File: config.mk
export PLATFORM = sky130hd
export DESIGN_NAME = control_unit_staged
export DESIGN_NICKNAME = d
export VERILOG_FILES = /design/src/rtl/control_unit_staged.sv
export SDC_FILE = /design/constraint.sdc
export NUM_CORES = 1
export LEC_CHECK = 0
export BUFFER_PORTS_ARGS = -buffer_cell sky130_fd_sc_hd__buf_2
export CAP_MARGIN = 15
export CORE_UTILIZATION = 44
export DETAILED_ROUTE_END_ITERATION = 10
export PLACE_DENSITY = 0.88
export SLEW_MARGIN = 5
export SYNTH_ARGS = -nofsm -noshare
export SYNTH_HDL_FRONTEND = slang
export SYNTH_SLANG_ARGS = --single-unit
File: constraint.sdc
create_clock -name clk -period 1.1 [get_ports clk]
set_input_delay 0.22 -clock clk [delete_from_list [all_inputs] [get_ports clk]]
set_output_delay 0.22 -clock clk [all_outputs]
set_load 0.01 [all_outputs]
File: src/rtl/control_unit_staged.sv
`default_nettype none
// ============================================================================
// control_unit_staged : RV32I/M decode registered into D->E, divide busy FSM.
// Optional macro CU_RV32M_EN enables M-extension decode.       Rev 1.0
// ============================================================================
module control_unit_staged #(
  parameter int ALU_CTRL_W  = 4,
  parameter int DIV_LATENCY = 8,
  parameter int CNT_W       = 4
) (
  input  logic                  clk,
  input  logic                  rst,
  input  logic                  instr_valid,
  input  logic [6:0]            Op,
  input  logic [2:0]            funct3,
  input  logic [6:0]            funct7,
  input  logic                  stall_in,
  input  logic                  flush_in,
  output logic [2:0]            ImmSrcD,
  output logic                  RegWriteE,
  output logic                  ALUSrcAE,
  output logic                  ALUSrcE,
  output logic                  MemWriteE,
  output logic [1:0]            ResultSrcE,
  output logic                  BranchE,
  output logic                  JumpE,
  output logic [ALU_CTRL_W-1:0] ALUControlE,
  output logic [2:0]            funct3E,
  output logic                  MulDivE,
  output logic                  IllegalE,
  output logic                  busy
);

  if (ALU_CTRL_W < 4 || DIV_LATENCY < 2 || (1 << CNT_W) <= DIV_LATENCY) begin : g_param_check
    $error("control_unit_staged: illegal parameter combination");
  end

  localparam logic [6:0] c_op_load  = 7'b0000011;
  localparam logic [6:0] c_op_store = 7'b0100011;
  localparam logic [6:0] c_op_rtype = 7'b0110011;
  localparam logic [6:0] c_op_ialu  = 7'b0010011;
  localparam logic [6:0] c_op_br    = 7'b1100011;
  localparam logic [6:0] c_op_jal   = 7'b1101111;
  localparam logic [6:0] c_op_jalr  = 7'b1100111;
  localparam logic [6:0] c_op_lui   = 7'b0110111;
  localparam logic [6:0] c_op_auipc = 7'b0010111;

  localparam logic [2:0] c_imm_i = 3'b000;
  localparam logic [2:0] c_imm_s = 3'b001;
  localparam logic [2:0] c_imm_b = 3'b010;
  localparam logic [2:0] c_imm_j = 3'b011;
  localparam logic [2:0] c_imm_u = 3'b100;

  localparam logic [3:0] c_alu_add   = 4'b0000;
  localparam logic [3:0] c_alu_sub   = 4'b0001;
  localparam logic [3:0] c_alu_and   = 4'b0010;
  localparam logic [3:0] c_alu_or    = 4'b0011;
  localparam logic [3:0] c_alu_xor   = 4'b0100;
  localparam logic [3:0] c_alu_slt   = 4'b0101;
  localparam logic [3:0] c_alu_sltu  = 4'b0110;
  localparam logic [3:0] c_alu_sll   = 4'b0111;
  localparam logic [3:0] c_alu_srl   = 4'b1000;
  localparam logic [3:0] c_alu_sra   = 4'b1001;
  localparam logic [3:0] c_alu_passb = 4'b1010;
`ifdef CU_RV32M_EN
  localparam logic [3:0] c_alu_mul   = 4'b1011;
  localparam logic [3:0] c_alu_div   = 4'b1100;
`endif

  typedef struct packed {
    logic       rw;
    logic       srca;
    logic       asrc;
    logic       mw;
    logic [1:0] rs;
    logic       br;
    logic       jmp;
    logic [3:0] alu;
    logic [2:0] f3;
    logic       md;
    logic       ill;
  } ctrl_t;

  ctrl_t      w_dec;
  ctrl_t      r_e;
  logic [2:0] w_imm;
  logic       w_hold;
  logic       w_busy_hold;
`ifdef CU_RV32M_EN
  logic       w_is_div;
  logic       w_div_start;
`endif

  // alt selects SRA over SRL; sub_ok limits SUB to register-register ops
  function automatic logic [3:0] alu_op(input logic [2:0] f3, input logic alt, input logic sub_ok);
    case (f3)
      3'b000:  alu_op = (alt && sub_ok) ? c_alu_sub : c_alu_add;
      3'b001:  alu_op = c_alu_sll;
      3'b010:  alu_op = c_alu_slt;
      3'b011:  alu_op = c_alu_sltu;
      3'b100:  alu_op = c_alu_xor;
      3'b101:  alu_op = alt ? c_alu_sra : c_alu_srl;
      3'b110:  alu_op = c_alu_or;
      default: alu_op = c_alu_and;
    endcase
  endfunction

  always_comb begin
    w_dec    = '0;
    w_dec.f3 = funct3;
    w_imm    = c_imm_i;
`ifdef CU_RV32M_EN
    w_is_div = 1'b0;
`endif
    case (Op)
      c_op_load:  begin w_dec.rw = 1'b1; w_dec.asrc = 1'b1; w_dec.rs = 2'b01; end
      c_op_store: begin w_dec.mw = 1'b1; w_dec.asrc = 1'b1; w_imm = c_imm_s; end
      c_op_rtype: begin
        if (funct7 == 7'b0000000 || funct7 == 7'b0100000) begin
          w_dec.rw  = 1'b1;
          w_dec.alu = alu_op(funct3, funct7[5], 1'b1);
        end
`ifdef CU_RV32M_EN
        else if (funct7 == 7'b0000001) begin
          w_dec.rw  = 1'b1;
          w_dec.md  = 1'b1;
          w_dec.alu = funct3[2] ? c_alu_div : c_alu_mul;
          w_is_div  = funct3[2];
        end
`endif
        else begin
          w_dec.ill = 1'b1;
        end
      end
      c_op_ialu: begin
        w_dec.rw   = 1'b1;
        w_dec.asrc = 1'b1;
        w_dec.alu  = alu_op(funct3, funct7[5], 1'b0);
      end
      c_op_br:    begin w_dec.br = 1'b1; w_imm = c_imm_b; w_dec.alu = c_alu_sub; end
      c_op_jal: begin
        w_dec.rw = 1'b1; w_dec.jmp = 1'b1; w_dec.rs = 2'b10;
        w_dec.srca = 1'b1; w_dec.asrc = 1'b1; w_imm = c_imm_j;
      end
      c_op_jalr:  begin w_dec.rw = 1'b1; w_dec.jmp = 1'b1; w_dec.rs = 2'b10; w_dec.asrc = 1'b1; end
      c_op_lui:   begin w_dec.rw = 1'b1; w_dec.asrc = 1'b1; w_imm = c_imm_u; w_dec.alu = c_alu_passb; end
      c_op_auipc: begin w_dec.rw = 1'b1; w_dec.srca = 1'b1; w_dec.asrc = 1'b1; w_imm = c_imm_u; end
      default:    w_dec.ill = 1'b1;
    endcase
  end

  assign ImmSrcD = w_imm;
  // the last BUSY cycle (counter 0) already lets the next instruction in
  assign w_hold  = stall_in || w_busy_hold;

  always_ff @(posedge clk or negedge rst) begin
    if (!rst)             r_e <= '0;
    else if (flush_in)    r_e <= '0;
    else if (!w_hold)     r_e <= instr_valid ? w_dec : '0;
  end

`ifdef CU_RV32M_EN
  localparam logic [0:0]       c_st_idle  = 1'b0;
  localparam logic [0:0]       c_st_busy  = 1'b1;
  localparam logic [CNT_W-1:0] c_cnt_init = CNT_W'(DIV_LATENCY - 1);

  logic [0:0]       r_state;
  logic [CNT_W-1:0] r_cnt;

  assign busy        = (r_state == c_st_busy);
  assign w_busy_hold = busy && (r_cnt != '0);
  assign w_div_start = !flush_in && !w_hold && instr_valid && w_is_div;

  always_ff @(posedge clk or negedge rst) begin
    if (!rst) begin
      r_state <= c_st_idle;
      r_cnt   <= '0;
    end else if (flush_in) begin
      r_state <= c_st_idle;
      r_cnt   <= '0;
    end else if (w_div_start) begin
      r_state <= c_st_busy;
      r_cnt   <= c_cnt_init;
    end else if (r_state == c_st_busy) begin
      if (r_cnt == '0) r_state <= c_st_idle;
      else             r_cnt   <= r_cnt - CNT_W'(1);
    end
  end
`else
  assign busy        = 1'b0;
  assign w_busy_hold = 1'b0;
`endif

  assign RegWriteE   = r_e.rw;
  assign ALUSrcAE    = r_e.srca;
  assign ALUSrcE     = r_e.asrc;
  assign MemWriteE   = r_e.mw;
  assign ResultSrcE  = r_e.rs;
  assign BranchE     = r_e.br;
  assign JumpE       = r_e.jmp;
  assign ALUControlE = ALU_CTRL_W'(r_e.alu);
  assign funct3E     = r_e.f3;
  assign MulDivE     = r_e.md;
  assign IllegalE    = r_e.ill;

endmodule
`default_nettype wire

==> metrics, run 1 <==
TritonCTS Buffers 3; DIE AREA 2210 µm²; Tot Pwr 1.23 mW; area leader, netlist dfrtp_1; DR WL met2 1.30 mm; final setup margin -163 ps; first drt pass iteration count 4; H-Tree Depth 1; async set or reset register ratio after synthesis 1.00; largest net degree at the start of global routing 17; Sw Pwr 315 µW; Worst Skew 0 ps; Post-synth top cells dfrtp_1, nand2_1, a22o_1; Antenna Cells 0; Vias 964; Yosys warning total 0; status finished with violations; Clock Path Buffers 2; Post-synth EDFFs 0; share of cells above drive strength 1 0.534; Worst-path clk slew 90 ps; All-Layer GR Usage 0.244; non-filler cells, final 173; Iter 0 DRT Violations 15; Fin. Hold Viols 0; GPL Wtd Cong 0.809; post-route ant nets 0; crit-path max cell delay 330 ps; Initial Util 0.491; Mean Syn Cell Area 9.82 µm²; TritonCTS clock tree done; fmax 792 MHz; Power Dens Cells 879 nW/µm²; CP max-delay cell and4bb_4; CP max FO 2; failing checks setup timing; sequential fraction of the synthesis area 0.448; kind of critical path primary input to output port; Core Footprint 1820 µm²; VDD IR max 0.496 mV; maxcap violations 0; antenna violations before repair 0; Clock power frac 0.314; number of global-route vias before repair 883; FP Rows 15; crit path time final 1260 ps; Final Slew Violations 0; Arrival @ worst endpoint 1040 ps; Vias/cell 5.57; Cells after Synth 91; RSZ-0062 raised after global routing yes; max layer used met4; overall routed net length 2.55 mm; io pins 43; Req. time, crit path 880 ps; synth top area cells dfrtp_1, a22o_1, a32o_1, nand2_1, clkbuf_1; clk_lat worst skew 280 ps; Metal-1 WL 1.08 mm; WL per Instance 14.8 µm; drc violations 0; Int Power 915 µW; met3 routed WL 108 µm; final period utilization 1.15; die width 47.1 µm; most used flip-flop cell after synthesis dfrtp_1; combinational fraction of design power 0.198; P&R area growth vs syn 56.7%; port bufs 40; DPL Wire Length 1.81 mm; Seq cells post-synth 16; global-route wire length before repair 3.80 mm; height of the chip 47.1 µm; Setup crit start kind primary input; worst path cell trace buf_6, and4bb_4, and3_4, a21o_1, buf_2; CTS Sinks 16; Final setup viols 5; Sw Ratio 0.256; GR Overflow Total 0; Pleak 0.769 nW; sequential power share 0.487; Final #Nets 171; synthesized cell area 893 µm²; most common cell in the netlist dfrtp_1; Yosys top cell area share 0.448; root buffer cell clkbuf_4; hold crit path type primary input to register; dpl cells 165; number of distinct library cells after synthesis 35; CP Capture Type output port
==> stage by stage <==
step | TNS, ps | hold slack (ps) | utilization | instance area (µm²) | setup WS, ps
after floorplan | -56.9 | -75.6 | - | 920 | -24.7
after global placement | -1880 | 137 | 0.676 | 1230 | -193
after detailed placement | -2610 | 151 | 0.676 | 1230 | -288
after CTS | -197 | 252 | 0.733 | 1330 | -148
after global routing | -661 | 245 | 0.769 | 1400 | -183
final | -435 | 247 | 0.769 | 1400 | -163
==> critical path: cells and delay by family <==
family / cells / cell delay [ps]
AND/OR/NAND/NOR: 2 / 520
AO/OA/AOI/OAI: 1 / 90
buffers and inverters: 2 / 210
==> path summary, 6_finish.rpt <==
check	start	end	slack, ps	depth (start not counted)
worst max-delay path	Op[2]	ImmSrcD[0]	-160	5
worst min-delay path	Op[4]	ResultSrcE[0]	250	3
worst max register to register	ALUControlE[0]	ALUControlE[0]	160	2
worst min register to register	RegWriteE	RegWriteE	490	2
max in group asynchronous	rst	ResultSrcE[0]	460	2
min in group asynchronous	rst	funct3E[1]	380	2
==> final cells by class <==
cell class	instances	area, µm²
multi-input combinational	64	529
sequential	16	400
fill	137	420
clock buffer	4	36.3
tap	25	31.3
inverter	4	15.0
timing repair buffer	60	388
==> power by group through the flow <==
stage | clock (mW) | combinational [mW] | sequential (mW)
floorplan | 0 | 0.0892 | 0.615
global placement | 0 | 0.195 | 0.611
detailed placement | 0 | 0.202 | 0.611
CTS | 0.391 | 0.221 | 0.599
global route | 0.424 | 0.264 | 0.600
finish | 0.387 | 0.244 | 0.600
==> sequential cells by signal, indices dropped and copies added, names as in the netlist <==
signal	flops
MemWriteE	1
JumpE	1
ALUSrcE	1
ALUControlE	4
BranchE	1
ResultSrcE	2
funct3E	3
IllegalE	1
ALUSrcAE	1
RegWriteE	1
==> kinds of logic (layout without fill, tap and decap cells) <==
family	after synthesis	in the layout	synth area share
AND/OR/NAND/NOR	34	34	0.235
AO/OA/AOI/OAI	25	25	0.221
flip-flops	16	16	0.448
buffers and inverters	12	68	0.0588
XOR/XNOR	2	2	0.0196
other	1	2	0.00420
multiplexers	1	1	0.0126
==> metal layers <==
layer  global-route usage  vias up
met1                0.288      466
met3               0.0231        8
met5                    0        -
li1                     -      449
met4                0.109        0
met2                0.444       41
==> cell usage in the layout (no fill, tap or decap), types with 3 or more instances in the layout <==
master | netlist | final
buf_2 | 0 | 35
buf_4 | 2 | 18
dfrtp_1 | 16 | 16
a22o_1 | 7 | 7
nand2_1 | 8 | 7
buf_6 | 0 | 6
inv_1 | 4 | 4
nor2_1 | 4 | 4
o21ai_0 | 4 | 4
nor3_1 | 3 | 3
a32o_1 | 3 | 3
a21oi_1 | 3 | 3
clkbuf_4 | 0 | 3
==> repair_timing <==
item	CTS	global route
pin swaps	6	4
hold endpoints to repair	16	0
setup buffers	3	1
setup endpoints to repair	3	10
hold buffers	1	0
resized for setup	8	13
Note: power is estimated with default switching activity, not from simulation.
==> inputs of run 2 (changes only) <==
CORE_UTILIZATION = 45   (was 44)
PLACE_DENSITY = 0.89   (was 0.88)
==> run 2 against run 1 <==
Compared with the run above: the run still ends with setup timing left; setup slack improved by 24 ps; cell count down 1.2%; maximum frequency grew 1.9%; design area down 2.4%; via count is 3.1% lower; clock-buffer cell count stayed put; highest routed layer is now met3; critical path type unchanged; clock power increased by 1%; sequential cell count did not move; power decreased by 0.54%.
==> metrics, run 2 (synthesized netlist as in run 1, its figures left out) <==
Core Footprint 1800 µm² (-1.0%); crit-path max cell delay 320 ps (about the same); Vias/cell 5.46 (-2.0%); number of global-route vias before repair 874 (-1.0%); hold crit path type primary input to register; H-Tree Depth 1 (unchanged); port bufs 40 (unchanged); largest net degree at the start of global routing 17 (unchanged); Setup crit start kind primary input; Tot Pwr 1.22 mW (-0.54%); drc violations 0 (unchanged); Final Slew Violations 0 (unchanged); WL per Instance 14.1 µm (-4.5%); P&R area growth vs syn 52.9%; dpl cells 164 (-0.61%); GPL Wtd Cong 0.810 (+0.20%); FP Rows 15 (unchanged); crit-path leading delay family simple AND/OR/NAND/NOR gates; CTS Sinks 16 (unchanged); Worst Skew 0 ps (unchanged); Arrival @ worst endpoint 1020 ps (-20 ps); Fin. Hold Viols 0 (unchanged); status finished with violations; kind of critical path primary input to output port; RSZ-0062 raised after global routing yes; Initial Util 0.496 (+0.00511); non-filler cells, final 171 (-1.2%); Largest register FFs 4 (unchanged); Worst-path clk slew 100 ps (about the same); root buffer cell clkbuf_4; overall routed net length 2.41 mm (-5.6%); commonest non-fill, non-tap cell in the layout buf_2; share of cells above drive strength 1 0.527 (-0.00639); antenna violations before repair 0 (unchanged); Final setup viols 2 (-3); Final TNS setup -155 ps (+280 ps); Vias 934 (-3.1%); Final #Nets 169 (-1.2%); failing checks setup timing; DP Worst Slack -245 ps (+42.5 ps); clk_lat worst skew 290 ps (about the same); global-route wire length before repair 3.68 mm (-3.1%); Pleak 0.734 nW (-4.5%); first drt pass iteration count 4 (unchanged); maxcap violations 0 (unchanged); height of the chip 46.6 µm (-1.1%); Clock Path Buffers 2 (unchanged); io pins 43 (unchanged); DPL Wire Length 1.73 mm (-3.9%); TritonCTS clock tree done; VDD IR max 0.467 mV (-5.7%); Worst Path Buf+Inv 2 (unchanged); Antenna Cells 0 (unchanged); post-route cell area 1370 µm² (-2.4%); TritonCTS Buffers 3 (unchanged); DIE AREA 2170 µm² (-2.1%); GR Overflow Total 0 (unchanged); post-route ant nets 0 (unchanged); Iter 0 DRT Violations 20 (+5); Req. time, crit path 880 ps (about the same); final setup margin -139 ps (+24.1 ps); CP Capture Type output port; All-Layer GR Usage 0.238 (-0.00554); most frequent cells in the layout buf_2, dfrtp_1, buf_4, a22o_1, nand2_1; Power Dens Cells 895 nW/µm² (+1.9%); Cell Area, Placed 1220 µm² (-0.61%); final period utilization 1.13 (-0.0219); crit path time final 1240 ps (-24.1 ps); worst path cell trace buf_6, and4bb_4, and3_4, a21o_1, buf_2; fmax 807 MHz (+1.9%); CP max-delay cell and4bb_4; CP max FO 2 (unchanged); die width 46.6 µm (-1.1%)
[run 2: cell types whose count changed in the layout (fill, tap and decap cells not counted), sizes merged]
cell | before | now
buf | 59 | 57
[run 2: final cells by class]
type                            instances  area [µm²]
Inverter                                4        15.0
Multi-Input combinational cell         64         519
Fill cell                             119         435
Clock buffer                            4        36.3
Sequential cell                        16         400
Timing Repair Buffer                   58         364
Tap cell                               25        31.3
[run 2: where the power goes]
group          total (mW)  leakage (nW)  switching, mW  internal, mW
sequential          0.599         0.222        0.00389         0.595
clock               0.391        0.0210          0.189         0.201
combinational       0.234         0.491          0.122         0.112
[run 2: stage by stage]
step                 util  hold slack [ps]
finish              0.758              266
global route        0.758              271
floorplan               -            -75.6
CTS                 0.726              241
global placement    0.679              138
detailed placement  0.679              149
[run 2: worst reg2reg max path: stages, from the launching register on]
cell and delay [ps]:
dfrtp_1 410, a32o_1 220, a211o_1 230
[run 2: what timing repair did]
item,4_1_cts,5_1_grt
hold endpoints to repair,16,0
setup buffers,2,1
gates resized for setup,6,10
hold buffers,1,0
pin swaps,5,4
endpoints found under the setup margin,3,6
[run 2: worst paths after layout]
check,startpoint,endpoint,slack (ps),cells past startpoint
min in group asynchronous,rst,ALUControlE[3],370,2
worst max register to register,ALUControlE[0],ALUControlE[0],140,2
worst max-delay path,Op[2],ImmSrcD[0],-140,5
worst min register to register,ALUSrcE,ALUSrcE,480,2
max in group asynchronous,rst,BranchE,460,2
worst min-delay path,Op[4],ResultSrcE[0],270,3
[run 2: layer usage]
metal	track usage	part of all wire
met1	0.289	0.40
met2	0.417	0.54
met3	0.0275	0.052
met4	0.100	0
met5	0	0
